<file path="config.mk">
export PLATFORM = sky130hd
export DESIGN_NAME = mips_hilo_muldiv
export DESIGN_NICKNAME = d
export VERILOG_FILES = /design/src/rtl/mips_pkg.sv /design/src/rtl/mips_mul_step.sv /design/src/rtl/mips_hilo_muldiv.sv
export SDC_FILE = /design/constraint.sdc
export NUM_CORES = 1
export LEC_CHECK = 0
export CAP_MARGIN = 20
export CORE_ASPECT_RATIO = 0.9
export CORE_UTILIZATION = 50
export DETAILED_ROUTE_END_ITERATION = 10
export PLACE_DENSITY = 0.74
export SYNTH_ARGS = -nofsm -noshare
export SYNTH_HDL_FRONTEND = slang
export SYNTH_HIERARCHICAL = 1
export SYNTH_SLANG_ARGS = --single-unit
</file>
<file path="constraint.sdc">
create_clock -name clk -period 5 [get_ports clk]
set_clock_uncertainty 0.05 [all_clocks]
set_input_delay 1 -clock clk [delete_from_list [all_inputs] [get_ports clk]]
set_output_delay 1 -clock clk [all_outputs]
set_load 0.02 [all_outputs]
</file>
<file path="src/rtl/mips_pkg.sv">
// Shared MIPS definitions: funct codes, HI/LO unit op encodings and FSM states.
package mips_pkg;

    localparam logic [5:0] FUNCT_MULTU = 6'd25;
    localparam logic [5:0] FUNCT_MADDU = 6'd1;
    localparam logic [5:0] FUNCT_MFHI  = 6'd16;
    localparam logic [5:0] FUNCT_MFLO  = 6'd18;

    typedef enum logic {
        OP_MULTU = 1'b0,
        OP_MADDU = 1'b1
    } op_t;

    typedef enum logic [1:0] {
        S_IDLE   = 2'd0,
        S_RUN    = 2'd1,
        S_COMMIT = 2'd2
    } state_t;

endpackage

</file>
<file path="src/rtl/mips_mul_step.sv">
// One shift-add multiply slice: adds mcand * mbits, shifted into place, to the accumulator.
module mips_mul_step #(
    parameter int WIDTH          = 32,
    parameter int BITS_PER_CYCLE = 1,
    parameter int SHW            = $clog2(2*WIDTH)
) (
    input  logic [2*WIDTH-1:0]        acc,
    input  logic [WIDTH-1:0]          mcand,
    input  logic [BITS_PER_CYCLE-1:0] mbits,
    input  logic [SHW-1:0]            shamt,
    output logic [2*WIDTH-1:0]        sum
);

    logic [2*WIDTH-1:0] pp;

    always_comb begin
        pp = '0;
        for (int i = 0; i < BITS_PER_CYCLE; i++) begin
            if (mbits[i]) pp = pp + ({{WIDTH{1'b0}}, mcand} << i);
        end
        sum = acc + (pp << shamt);
    end

endmodule

</file>
<file path="src/rtl/mips_hilo_muldiv.sv">
// Multi-cycle unsigned MULTU/MADDU unit with private HI/LO pair and pipeline stall request.
//   state    | meaning
//   S_IDLE   | waiting for start; HI/LO stable and readable
//   S_RUN    | retiring BITS_PER_CYCLE multiplier bits per cycle
//   S_COMMIT | product (or accumulated sum) written to HI/LO at end of cycle
module mips_hilo_muldiv
    import mips_pkg::*;
#(
    parameter int WIDTH          = 32,
    parameter int BITS_PER_CYCLE = 1
) (
    input  logic             clk,
    input  logic             rst,
    input  logic             start,
    input  logic             op,
    input  logic [WIDTH-1:0] src_a,
    input  logic [WIDTH-1:0] src_b,
    input  logic             rd_req,
    input  logic             rd_sel,
    output logic [WIDTH-1:0] rd_data,
    output logic             busy,
    output logic             stall,
    output logic             done,
    output logic [WIDTH-1:0] hi,
    output logic [WIDTH-1:0] lo
);

    localparam int N   = WIDTH / BITS_PER_CYCLE;
    localparam int CW  = $clog2(N + 1);
    localparam int SHW = $clog2(2*WIDTH);

    state_t             state;
    op_t                op_q;
    logic [CW-1:0]      cnt;
    logic [2*WIDTH-1:0] acc;
    logic [2*WIDTH-1:0] step_sum;
    logic [2*WIDTH-1:0] commit_val;
    logic [WIDTH-1:0]   mcand;
    logic [WIDTH-1:0]   mplier;
    logic [SHW-1:0]     shamt;

    assign shamt = SHW'(32'(cnt) * BITS_PER_CYCLE);

    mips_mul_step #(
        .WIDTH          (WIDTH),
        .BITS_PER_CYCLE (BITS_PER_CYCLE),
        .SHW            (SHW)
    ) u_step (
        .acc   (acc),
        .mcand (mcand),
        .mbits (mplier[BITS_PER_CYCLE-1:0]),
        .shamt (shamt),
        .sum   (step_sum)
    );

    // Carry out of the MADDU sum is intentionally dropped (mod 2^(2*WIDTH)).
    always_comb begin
        commit_val = acc;
        if (op_q == OP_MADDU) commit_val = {hi, lo} + acc;
    end

    always_ff @(posedge clk) begin
        if (!rst) begin
            state  <= S_IDLE;
            op_q   <= OP_MULTU;
            cnt    <= '0;
            acc    <= '0;
            mcand  <= '0;
            mplier <= '0;
            hi     <= '0;
            lo     <= '0;
        end else begin
            case (state)
                S_IDLE: begin
                    if (start) begin
                        mcand  <= src_a;
                        mplier <= src_b;
                        op_q   <= op_t'(op);
                        acc    <= '0;
                        cnt    <= '0;
                        state  <= S_RUN;
                    end
                end
                S_RUN: begin
                    acc    <= step_sum;
                    mplier <= mplier >> BITS_PER_CYCLE;
                    cnt    <= cnt + 1'b1;
                    if (cnt == CW'(N - 1)) state <= S_COMMIT;
                end
                S_COMMIT: begin
                    {hi, lo} <= commit_val;
                    state    <= S_IDLE;
                end
                default: state <= S_IDLE;
            endcase
        end
    end

    assign busy    = (state != S_IDLE);
    assign done    = (state == S_COMMIT);
    // Reset low forces stall off even before the reset edge clears busy.
    assign stall   = rst & busy & (start | rd_req);
    assign rd_data = rd_sel ? hi : lo;

endmodule

</file>
==> results of run 1 <==
[repair_timing]
| action | 4_1_cts | 5_1_grt |
|---|---|---|
| endpoints found under the hold margin | 0 | 0 |
| buffers inserted | 0 | 3 |
| gates cloned | 0 | 1 |
| endpoints found under the setup margin | 1 | 22 |
| resized for setup | 1 | 40 |
| hold buffers | 0 | 0 |
| pin swaps | 0 | 12 |
[cells by family after synthesis]
| group | count (synthesis) | synth area share (%) |
|---|---|---|
| xor+xnor | 113 | 5.56 |
| mux | 138 | 9.64 |
| flops | 201 | 22.6 |
| compound gates | 797 | 29.8 |
| fa+ha+maj | 130 | 9.23 |
| simple gates | 705 | 18.3 |
| buf+inv | 223 | 4.86 |
[stage by stage]
stage | total power [µW] | worst slack (ns) | utilization, % | hold slack (ns) | cells
finish | 4020 | 0.152 | 61.4 | 0.421 | 2954
CTS | 4030 | 0.0492 | 60.8 | 0.424 | 2949
detailed placement | 2170 | -0.0110 | 58.4 | 0.408 | 2905
global route | 4150 | -0.0243 | 61.4 | 0.449 | 2954
floorplan | 2000 | 0.00730 | - | 0.391 | 2307
global placement | 2160 | 0.0983 | 58.4 | 0.399 | 2905
[metal layers]
layer,wire (µm),part of all wire (%)
met1,28300,46
met2,27800,45
met3,4210,6.8
met4,1730,2.8
met5,0,0
[flip-flops by register name (all words and copies together), names as in the netlist]
name,cells
hi,32
cnt,6
acc,64
lo,32
op_q,1
state,2
mplier,32
mcand,32
[report_power, final]
group	internal, µW	switching, µW
Combinational	210	247
Clock	1120	750
Sequential	1650	47.0
Total	2980	1040
[how the worst max path moves through the flow]
stage,startpoint,endpoint,slack [ns],depth (start not counted)
floorplan,cnt[0],acc[62],0.007,24
global placement,cnt[0],acc[60],0.1,20
detailed placement,cnt[0],acc[60],-0.01,20
CTS,cnt[0],acc[60],0.05,20
global route,cnt[0],acc[60],-0.02,24
finish,cnt[0],acc[61],0.15,18
[worst max-delay path, delay by kind of cell (launching register included)]
kind                     cells  cell delay, ns
adder cells (fa/ha/maj)      1            0.34
AND/OR/NAND/NOR              6            1.18
AO/OA/AOI/OAI                7            1.85
buffers and inverters        1            0.14
XOR/XNOR                     1            0.11
flip-flops                   1            0.38
multiplexers                 2            0.66
[cell usage after synthesis, drive strengths merged (12+ instances only)]
cell type | count | area (µm²)
mux4 | 22 | 495
o21ai | 147 | 747
a21oi | 246 | 1230
a31oi | 27 | 169
nand4 | 47 | 300
ha | 128 | 1600
and2 | 21 | 131
a22o | 69 | 604
a21o | 70 | 527
xnor2 | 72 | 631
nor2 | 222 | 833
nand2b | 16 | 100
nand3 | 52 | 260
and3 | 14 | 87.6
clkbuf | 127 | 480
o31ai | 12 | 100
or3 | 13 | 86.3
dfxtp | 201 | 4020
mux2i | 70 | 701
buf | 44 | 189
a211oi | 40 | 310
nand2 | 235 | 882
o22ai | 26 | 163
nor2b | 17 | 106
mux2 | 46 | 518
o221ai | 35 | 307
o21bai | 26 | 195
xor2 | 41 | 359
o211ai | 15 | 118
inv | 51 | 191
nor3 | 28 | 145
[area by class of cell]
type	instances	area [µm²]	area share, %
Multi-Input combinational cell	1883	13100	60.7
Sequential cell	201	4030	18.8
Timing Repair Buffer	305	2800	13.0
Clock buffer	27	633	2.94
Tap cell	469	587	2.73
Clock inverter	17	203	0.942
Inverter	52	195	0.908
==> impl_metrics.yaml, run 1 <==
timing:
  drv_slew: 0
  worst_pin_slew_ns: 0.927
  grt_setup_unrepaired: "true"
  period_share_pct: 97.0
  setup_viol: 0
  slew_headroom_pct: 38.2
  max_freq_mhz: 206
  fin_tns_setup_ns: 0
  hold_viol_final: 0
  min_period_ns: 4.85
critical_path:
  reg2reg_slack_ns: 0.15
  crit_chain: "buf_12 -> mux4_2 -> nand3_1 -> o21ai_0 -> o21ai_0 -> mux2i_1 -> and2_1 -> ha_1 -> and4_4 -> nand2_1 -> a2111oi_4 -> o211ai_2 -> a31oi_2 -> nor2_1 -> or3_4 -> o41ai_4 -> xnor2_1 -> a22o_1"
  crit_path_end_kind: "flop"
  cp_slowest_cell: "mux4_2"
  cp_common_cell: "o21ai_0"
  cp-start-kind: "flop"
  critPathMaxFanout: 9
  worstPathArrival_ns: 5.23
  worst_path_largest_cell_delay_ns: 0.51
  r2r_cells: 18
  r2r_start: "cnt[0]"
  r2r-end: "acc[61]"
  cp.required_ns: 5.38
  crit_type: "flop to flop"
min_path:
  worstHoldStart: "mplier[31]"
  hp-class: "flop to flop"
  min_to: "mplier[31]"
  hold_depth: 2
yosys:
  synthFlopType: "dfxtp_1"
  synth_cell_types: 88
  ys_seq_area_share_pct: 22.6
  yosysWarnings: 6
  synth_area_per_cell_um2: 7.71
  async_flop_share_pct: 0
  syn-cell-area_um2: 17800
  synthCells: 2307
  ys_ff_latch: 201
  synth-edff-count: 0
  syn-num-nets: 2507
global_route:
  antenna_found_initial: 0
  grtUsageMet3_pct: 3.39
  grt_busiest_layer: "met2"
  gr-usage-met2_pct: 53.7
  use_met1_pct: 47.2
  grt_pass1_vias: 17100
  grt_max_degree: 86
  grt_pass1_wl_mm: 97.0
  overflow: 0
  track_usage_pct: 33.3
clock_network:
  clkLatencyLatePin_ns: 0.55
  cts.clk_slew.worst_paths_ns: 0.06
  cts_max_path_buffers: 3
  h-tree-depth: 1
  cts.sinks: 201
  cts_buffers: 24
  root_buffer: "clkbuf_16"
  cts_tree: "built"
layout:
  final_cell_mix: "245 x a21oi_1, 234 x nand2_1, 220 x nor2_1"
  final_common_cell: "a21oi_1"
  nFillCells: 3243
  fin_nets: 2667
  syn2layout_area_growth_pct: 20.9
  postLayoutCellArea_um2: 21500
  drive_gt1_share_pct: 12.6
  antenna_cells: 0
detailed_routing:
  drcViolationCount: 0
  viasPerCell: 6.29
  drtIter0Drc: 1517
  wl_per_cell_um: 21.0
  dr.pass1.iters: 6
  antenna_left: 0
  vias: 18600
  totalWireLength_mm: 62.0
run:
  maxCapViolCount: 0
die:
  rows: 65
  start_util_pct: 50.7
  die_y_um: 181
  pin_count: 169
  die_area_um2: 36300
  die_x_um: 201
  fp.coreArea_um2: 35100
place:
  postPlaceCellArea_um2: 20500
  port_buffers: 168
  globalplace.congestion: 1.01
  dpl.hpwl_mm: 48.5
power_and_ir_drop:
  power_density_nw_per_um2: 187
  peakVddDrop_mv: 0.297
  p_leak_uw: 0.00908
outcome:
  status: "finished clean"
(Power assumes the default switching activity.)
==> inputs of run 2 (changes only) <==
- CORE_UTILIZATION: 50 -> 34
- PLACE_DENSITY: 0.74 -> not set
==> run 2 against run 1 <==
Against the previous run:
- routed wire length increased by 7.8%
- total power grew 4.1%
- cell count is 9.6% higher
- first-iteration DRC count decreased by 13%
- fmax decreased by 0.13%
- via count fell by 1.3%
- largest power group unchanged
- sequential power about the same
- non-clock buffer count grew 62
- critical path type unchanged
- largest cell class unchanged
- combinational power increased by 5.7%
- critical endpoint is now acc[60]
- register-to-register slack about the same
- global-route usage shrank 9.1 points
==> impl_metrics.yaml, run 2 (same netlist as run 1, synthesis figures left out) <==
layout:
  final_cell_mix: "243 x a21oi_1, 232 x nand2_1, 218 x nor2_1"
  syn2layout_area_growth_pct: 26.1
  fin_nets: 2731
  top_register: "acc"
  largest_register_ffs: 64
  postLayoutCellArea_um2: 22400
  drive_gt1_share_pct: 15.7
  antenna_cells: 0
  final_common_cell: "a21oi_1"
  final_cell_count_no_fill: 3239
global_route:
  antenna_found_initial: 0
  overflow: 0
  track_usage_pct: 24.3
  grt_pass1_vias: 17100
  grt_max_degree: 85
  grt_pass1_wl_mm: 102
critical_path:
  crit_path_end_kind: "flop"
  crit_type: "flop to flop"
  cp-start-kind: "flop"
  cp_slowest_cell: "or4_4"
  cp.required_ns: 5.41
  r2r-end: "acc[60]"
  critPathMaxFanout: 8
  crit_chain: "buf_12 -> buf_4 -> mux2_2 -> o211ai_1 -> o21ai_2 -> nor2_2 -> nor2_1 -> nand2_1 -> o21ai_0 -> and2_4 -> ha_4 -> nand4_1 -> nor3_2 -> nand3_2 -> nor4_4 -> a2111oi_4 -> o31ai_1 -> a21oi_1 -> or4_4 -> o21ai_2 -> xor2_1 -> a22o_1"
  reg2reg_slack_ns: 0.15
  worstPathArrival_ns: 5.26
  r2r_cells: 22
  worst_path_largest_cell_delay_ns: 0.45
  r2r_start: "cnt[0]"
  cp_common_cell: "o21ai_2"
timing:
  min_period_ns: 4.85
  setup_viol: 0
  worst_pin_slew_ns: 0.889
  period_share_pct: 97.1
  slew_headroom_pct: 40.8
  drv_slew: 0
  fin_hold_ws_ns: 0.419
  grt_setup_unrepaired: "true"
  hold_viol_final: 0
  max_freq_mhz: 206
  fin_tns_setup_ns: 0
outcome:
  status: "finished clean"
min_path:
  hp-class: "flop to flop"
  worstHoldStart: "mplier[3]"
  hold_depth: 2
  min_to: "mplier[3]"
clock_network:
  cts_max_path_buffers: 3
  cts.sinks: 201
  cts_buffers: 26
  cts_tree: "built"
  cts.clk_slew.worst_paths_ns: 0.06
  clkLatencyLatePin_ns: 0.57
  root_buffer: "clkbuf_16"
  h-tree-depth: 1
die:
  pin_count: 169
  start_util_pct: 34.4
  die_area_um2: 53200
  die_y_um: 219
  rows: 79
  die_x_um: 243
  fp.coreArea_um2: 51700
detailed_routing:
  antenna_left: 0
  drtIter0Drc: 1325
  dr.pass1.iters: 8
  viasPerCell: 5.66
  totalWireLength_mm: 66.9
  wl_per_cell_um: 20.6
  drcViolationCount: 0
  vias: 18300
place:
  globalplace.congestion: 0.954
  port_buffers: 168
  postPlaceCellArea_um2: 21100
  dpl.hpwl_mm: 52.9
  placedCellCount: 3179
power_and_ir_drop:
  p_leak_uw: 0.00937
  power_density_nw_per_um2: 187
  peakVddDrop_mv: 0.233
run:
  maxCapViolCount: 0
-- run 2: worst max-delay path: cells and delay by family, from the launching register on --
kind	cells	cell delay, ns
XOR/XNOR	1	0.09
flip-flops	1	0.42
adder cells (fa/ha/maj)	1	0.27
buffers and inverters	2	0.27
AO/OA/AOI/OAI	8	1.49
AND/OR/NAND/NOR	9	1.84
multiplexers	1	0.32
-- run 2: final cells by class --
class	count	area, µm²
Clock inverter	17	198
Timing Repair Buffer	367	3250
Sequential cell	201	4030
Tap cell	688	861
Inverter	52	195
Multi-Input combinational cell	1883	13200
Fill cell	5230	29300
Clock buffer	31	719
-- run 2: worst max-delay path by stage --
stage / start / endpoint / slack (ns) / cells after the start
floorplan: cnt[0] / acc[62] / 0.007 / 24
global placement: cnt[0] / acc[60] / -0.43 / 20
detailed placement: cnt[0] / acc[60] / -0.45 / 20
CTS: cnt[0] / acc[61] / 0.001 / 19
global route: cnt[0] / acc[62] / -0.08 / 20
finish: cnt[0] / acc[60] / 0.15 / 22
-- run 2: per-stage QoR --
step | power, µW | worst slack (ns) | util (%)
floorplan | 2000 | 0.00730 | -
global placement | 2190 | -0.426 | 40.9
detailed placement | 2200 | -0.450 | 40.9
CTS | 4230 | 0.00111 | 42.8
global route | 4360 | -0.0796 | 43.4
finish | 4190 | 0.146 | 43.4
-- run 2: layer usage --
metal  GRT usage [%]  share of wire, %  vias up
li1                -                 -     9018
met1            34.6                49     8709
met2            38.5                44      513
met3            2.26               4.5       90
met4            7.51               3.0        0
met5               0                 0        -
-- run 2: report_power, final --
group          leakage [µW]  switching (µW)  internal [µW]
clock              0.000435             821           1190
sequential          0.00163            47.3           1650
combinational       0.00730             258            226
-- run 2: what timing repair did --
| item | in CTS | in global routing |
|---|---|---|
| resized for setup | 9 | 51 |
| setup buffers | 1 | 10 |
| gates cloned | 0 | 1 |
| endpoints found under the setup margin | 12 | 26 |
| pin swaps | 3 | 15 |
| hold buffers | 0 | 0 |
==> inputs of run 3 (changes only) <==
--- a/config.mk
+++ b/config.mk
@@ -10,4 +10,5 @@
 export CORE_UTILIZATION = 34
 export DETAILED_ROUTE_END_ITERATION = 10
+export DONT_BUFFER_PORTS = 1
 export SYNTH_ARGS = -nofsm -noshare
 export SYNTH_HDL_FRONTEND = slang
==> constraint.sdc (replaced) <==
create_clock -name clk -period 5 [get_ports clk]
set_clock_uncertainty 0.05 [all_clocks]
set_input_delay 0.5 -clock clk [delete_from_list [all_inputs] [get_ports clk]]
set_output_delay 0.5 -clock clk [all_outputs]
set_load 0.02 [all_outputs]
==> run 3 against run 2 <==
Against the previous run:
- clock power fell by 6%
- register-to-register slack worse by 0.02 ns
- via count fell by 2.9%
- die area unchanged
- cell area is 9.7% lower
==> impl_metrics.yaml, run 3 (same netlist as run 1, synthesis figures left out) <==
outcome:
  status: "finished clean"
critical_path:
  crit_path_end_kind: "flop"
  worstPathArrival_ns: 5.27
  worst-path-buf-inv: 4
  worst_path_dominant_cell_family: "compound AO/OA/AOI/OAI gates"
  cp.required_ns: 5.40
  crit_type: "flop to flop"
  cp-start-kind: "flop"
  critPathMaxFanout: 15
  worst_path_largest_cell_delay_ns: 0.48
  cp_slowest_cell: "a2111oi_4"
  crit_chain: "buf_12 -> buf_4 -> mux2i_2 -> nor2_1 -> o21ai_1 -> nor2_1 -> a31oi_2 -> buf_4 -> nor3_2 -> ha_2 -> o21ai_0 -> nand2b_1 -> o2111ai_4 -> a2111oi_4 -> o211ai_2 -> a31oi_2 -> buf_4 -> nor2_1 -> or3_4 -> o41ai_2 -> xnor2_1 -> a22o_1"
detailed_routing:
  antenna_left: 0
  drcViolationCount: 0
  dr.pass1.iters: 5
  vias: 17800
  wl_per_cell_um: 21.3
  drtIter0Drc: 1254
  viasPerCell: 5.90
  totalWireLength_mm: 64.2
global_route:
  antenna_found_initial: 1
  overflow: 0
  track_usage_pct: 23.3
  grt_pass1_wl_mm: 98.1
  grt_max_degree: 80
  grt_pass1_vias: 16500
power_and_ir_drop:
  comb_power_share_pct: 10.1
  internal-power_uw: 2900
  p_sw_uw: 1070
  p_leak_uw: 0.00845
  p_clk_share_pct: 47.3
  peakVddDrop_mv: 0.210
  power_density_nw_per_um2: 196
  switching_share_pct: 27.0
  p_seq_share_pct: 42.6
die:
  start_util_pct: 34.4
  die_area_um2: 53200
  die_y_um: 219
  fp.coreArea_um2: 51700
  rows: 79
  die_x_um: 243
  pin_count: 169
layout:
  final_cell_count_no_fill: 3014
  top_register: "acc"
  syn2layout_area_growth_pct: 13.9
  largest_register_ffs: 64
  final_common_cell: "a21oi_1"
  fin_nets: 2506
  final_cell_mix: "243 x a21oi_1, 231 x nand2_1, 218 x nor2_1"
  drive_gt1_share_pct: 14.9
timing:
  max_freq_mhz: 205
  drv_slew: 0
  setup_viol: 0
  worst_pin_slew_ns: 1.14
  fin_hold_ws_ns: 0.0247
  slew_headroom_pct: 23.8
  min_period_ns: 4.87
  period_share_pct: 97.4
  grt_setup_unrepaired: "true"
  hold_viol_final: 0
clock_network:
  cts_buffers: 26
  cts_tree: "built"
  clkLatencyLatePin_ns: 0.56
  cts.clk_slew.worst_paths_ns: 0.06
  root_buffer: "clkbuf_16"
  cts.sinks: 201
  cts_max_path_buffers: 3
  h-tree-depth: 1
place:
  globalplace.congestion: 0.999
  placedCellCount: 2964
  dpl.hpwl_mm: 50.1
  port_buffers: 0
min_path:
  hp-class: "primary input to flop"
run:
  maxCapViolCount: 0
## run 3: changes by cell type in the layout (fill, tap and decap cells not counted), sizes merged
cell,previous run,this run
bufinv,3,1
clkinvlp,6,3
clkdlybuf4s50,167,0
inv,54,56
dlygate4sd3,0,1
buf,199,141
clkbuf,32,33
diode,0,1
## run 3: layer usage
metal	share of wire [%]	track usage, %
met1	48	33.4
met3	6.2	3.14
met4	2.8	6.65
met2	43	36.2
met5	0	0
## run 3: area by class of cell
class                           count  area, µm²
Sequential cell                   201       4030
Tap cell                          688        861
Clock buffer                       33        727
Antenna cell                        1       2.50
Fill cell                        5322      31400
Inverter                           52        195
Multi-Input combinational cell   1883      13200
Timing Repair Buffer              142       1130
Clock inverter                     14        130
## run 3: final timing paths
path	from	slack, ns	cells past startpoint	to
setup / recovery	cnt[0]	0.13	22	acc[61]
hold / removal	src_a[5]	0.02	2	mcand[5]
setup reg to reg	cnt[0]	0.13	22	acc[61]
hold reg to reg	mplier[31]	0.42	2	mplier[31]
## run 3: metrics by stage
step / setup TNS (ns) / utilization, % / setup slack, ns / instance area (µm²) / total power [µW]
finish: 0 / 39.2 / 0.130 / 20300 / 3970
global route: -0.636 / 39.2 / -0.127 / 20300 / 4140
global placement: -0.0527 / 37.0 / -0.0436 / 19100 / 2100
floorplan: 0 / - / 0.00730 / 17800 / 2000
CTS: 0 / 38.7 / 0.00411 / 20000 / 4010
detailed placement: -0.237 / 37.0 / -0.157 / 19100 / 2110
## run 3: power groups by stage
stage                     clock network [µW]  logic, µW  registers (µW)
after floorplan                            0        292            1710
after global placement                     0        380            1720
after detailed placement                   0        387            1730
after CTS                               1930        389            1690
after global routing                    2000        439            1700
final                                   1880        401            1690
## run 3: repair_timing
item | 4_1_cts | 5_1_grt
hold buffers | 1 | 0
pin swaps | 1 | 10
resized for setup | 9 | 61
endpoints found under the setup margin | 6 | 23
buffers inserted | 0 | 1
hold endpoints to repair | 1 | 0
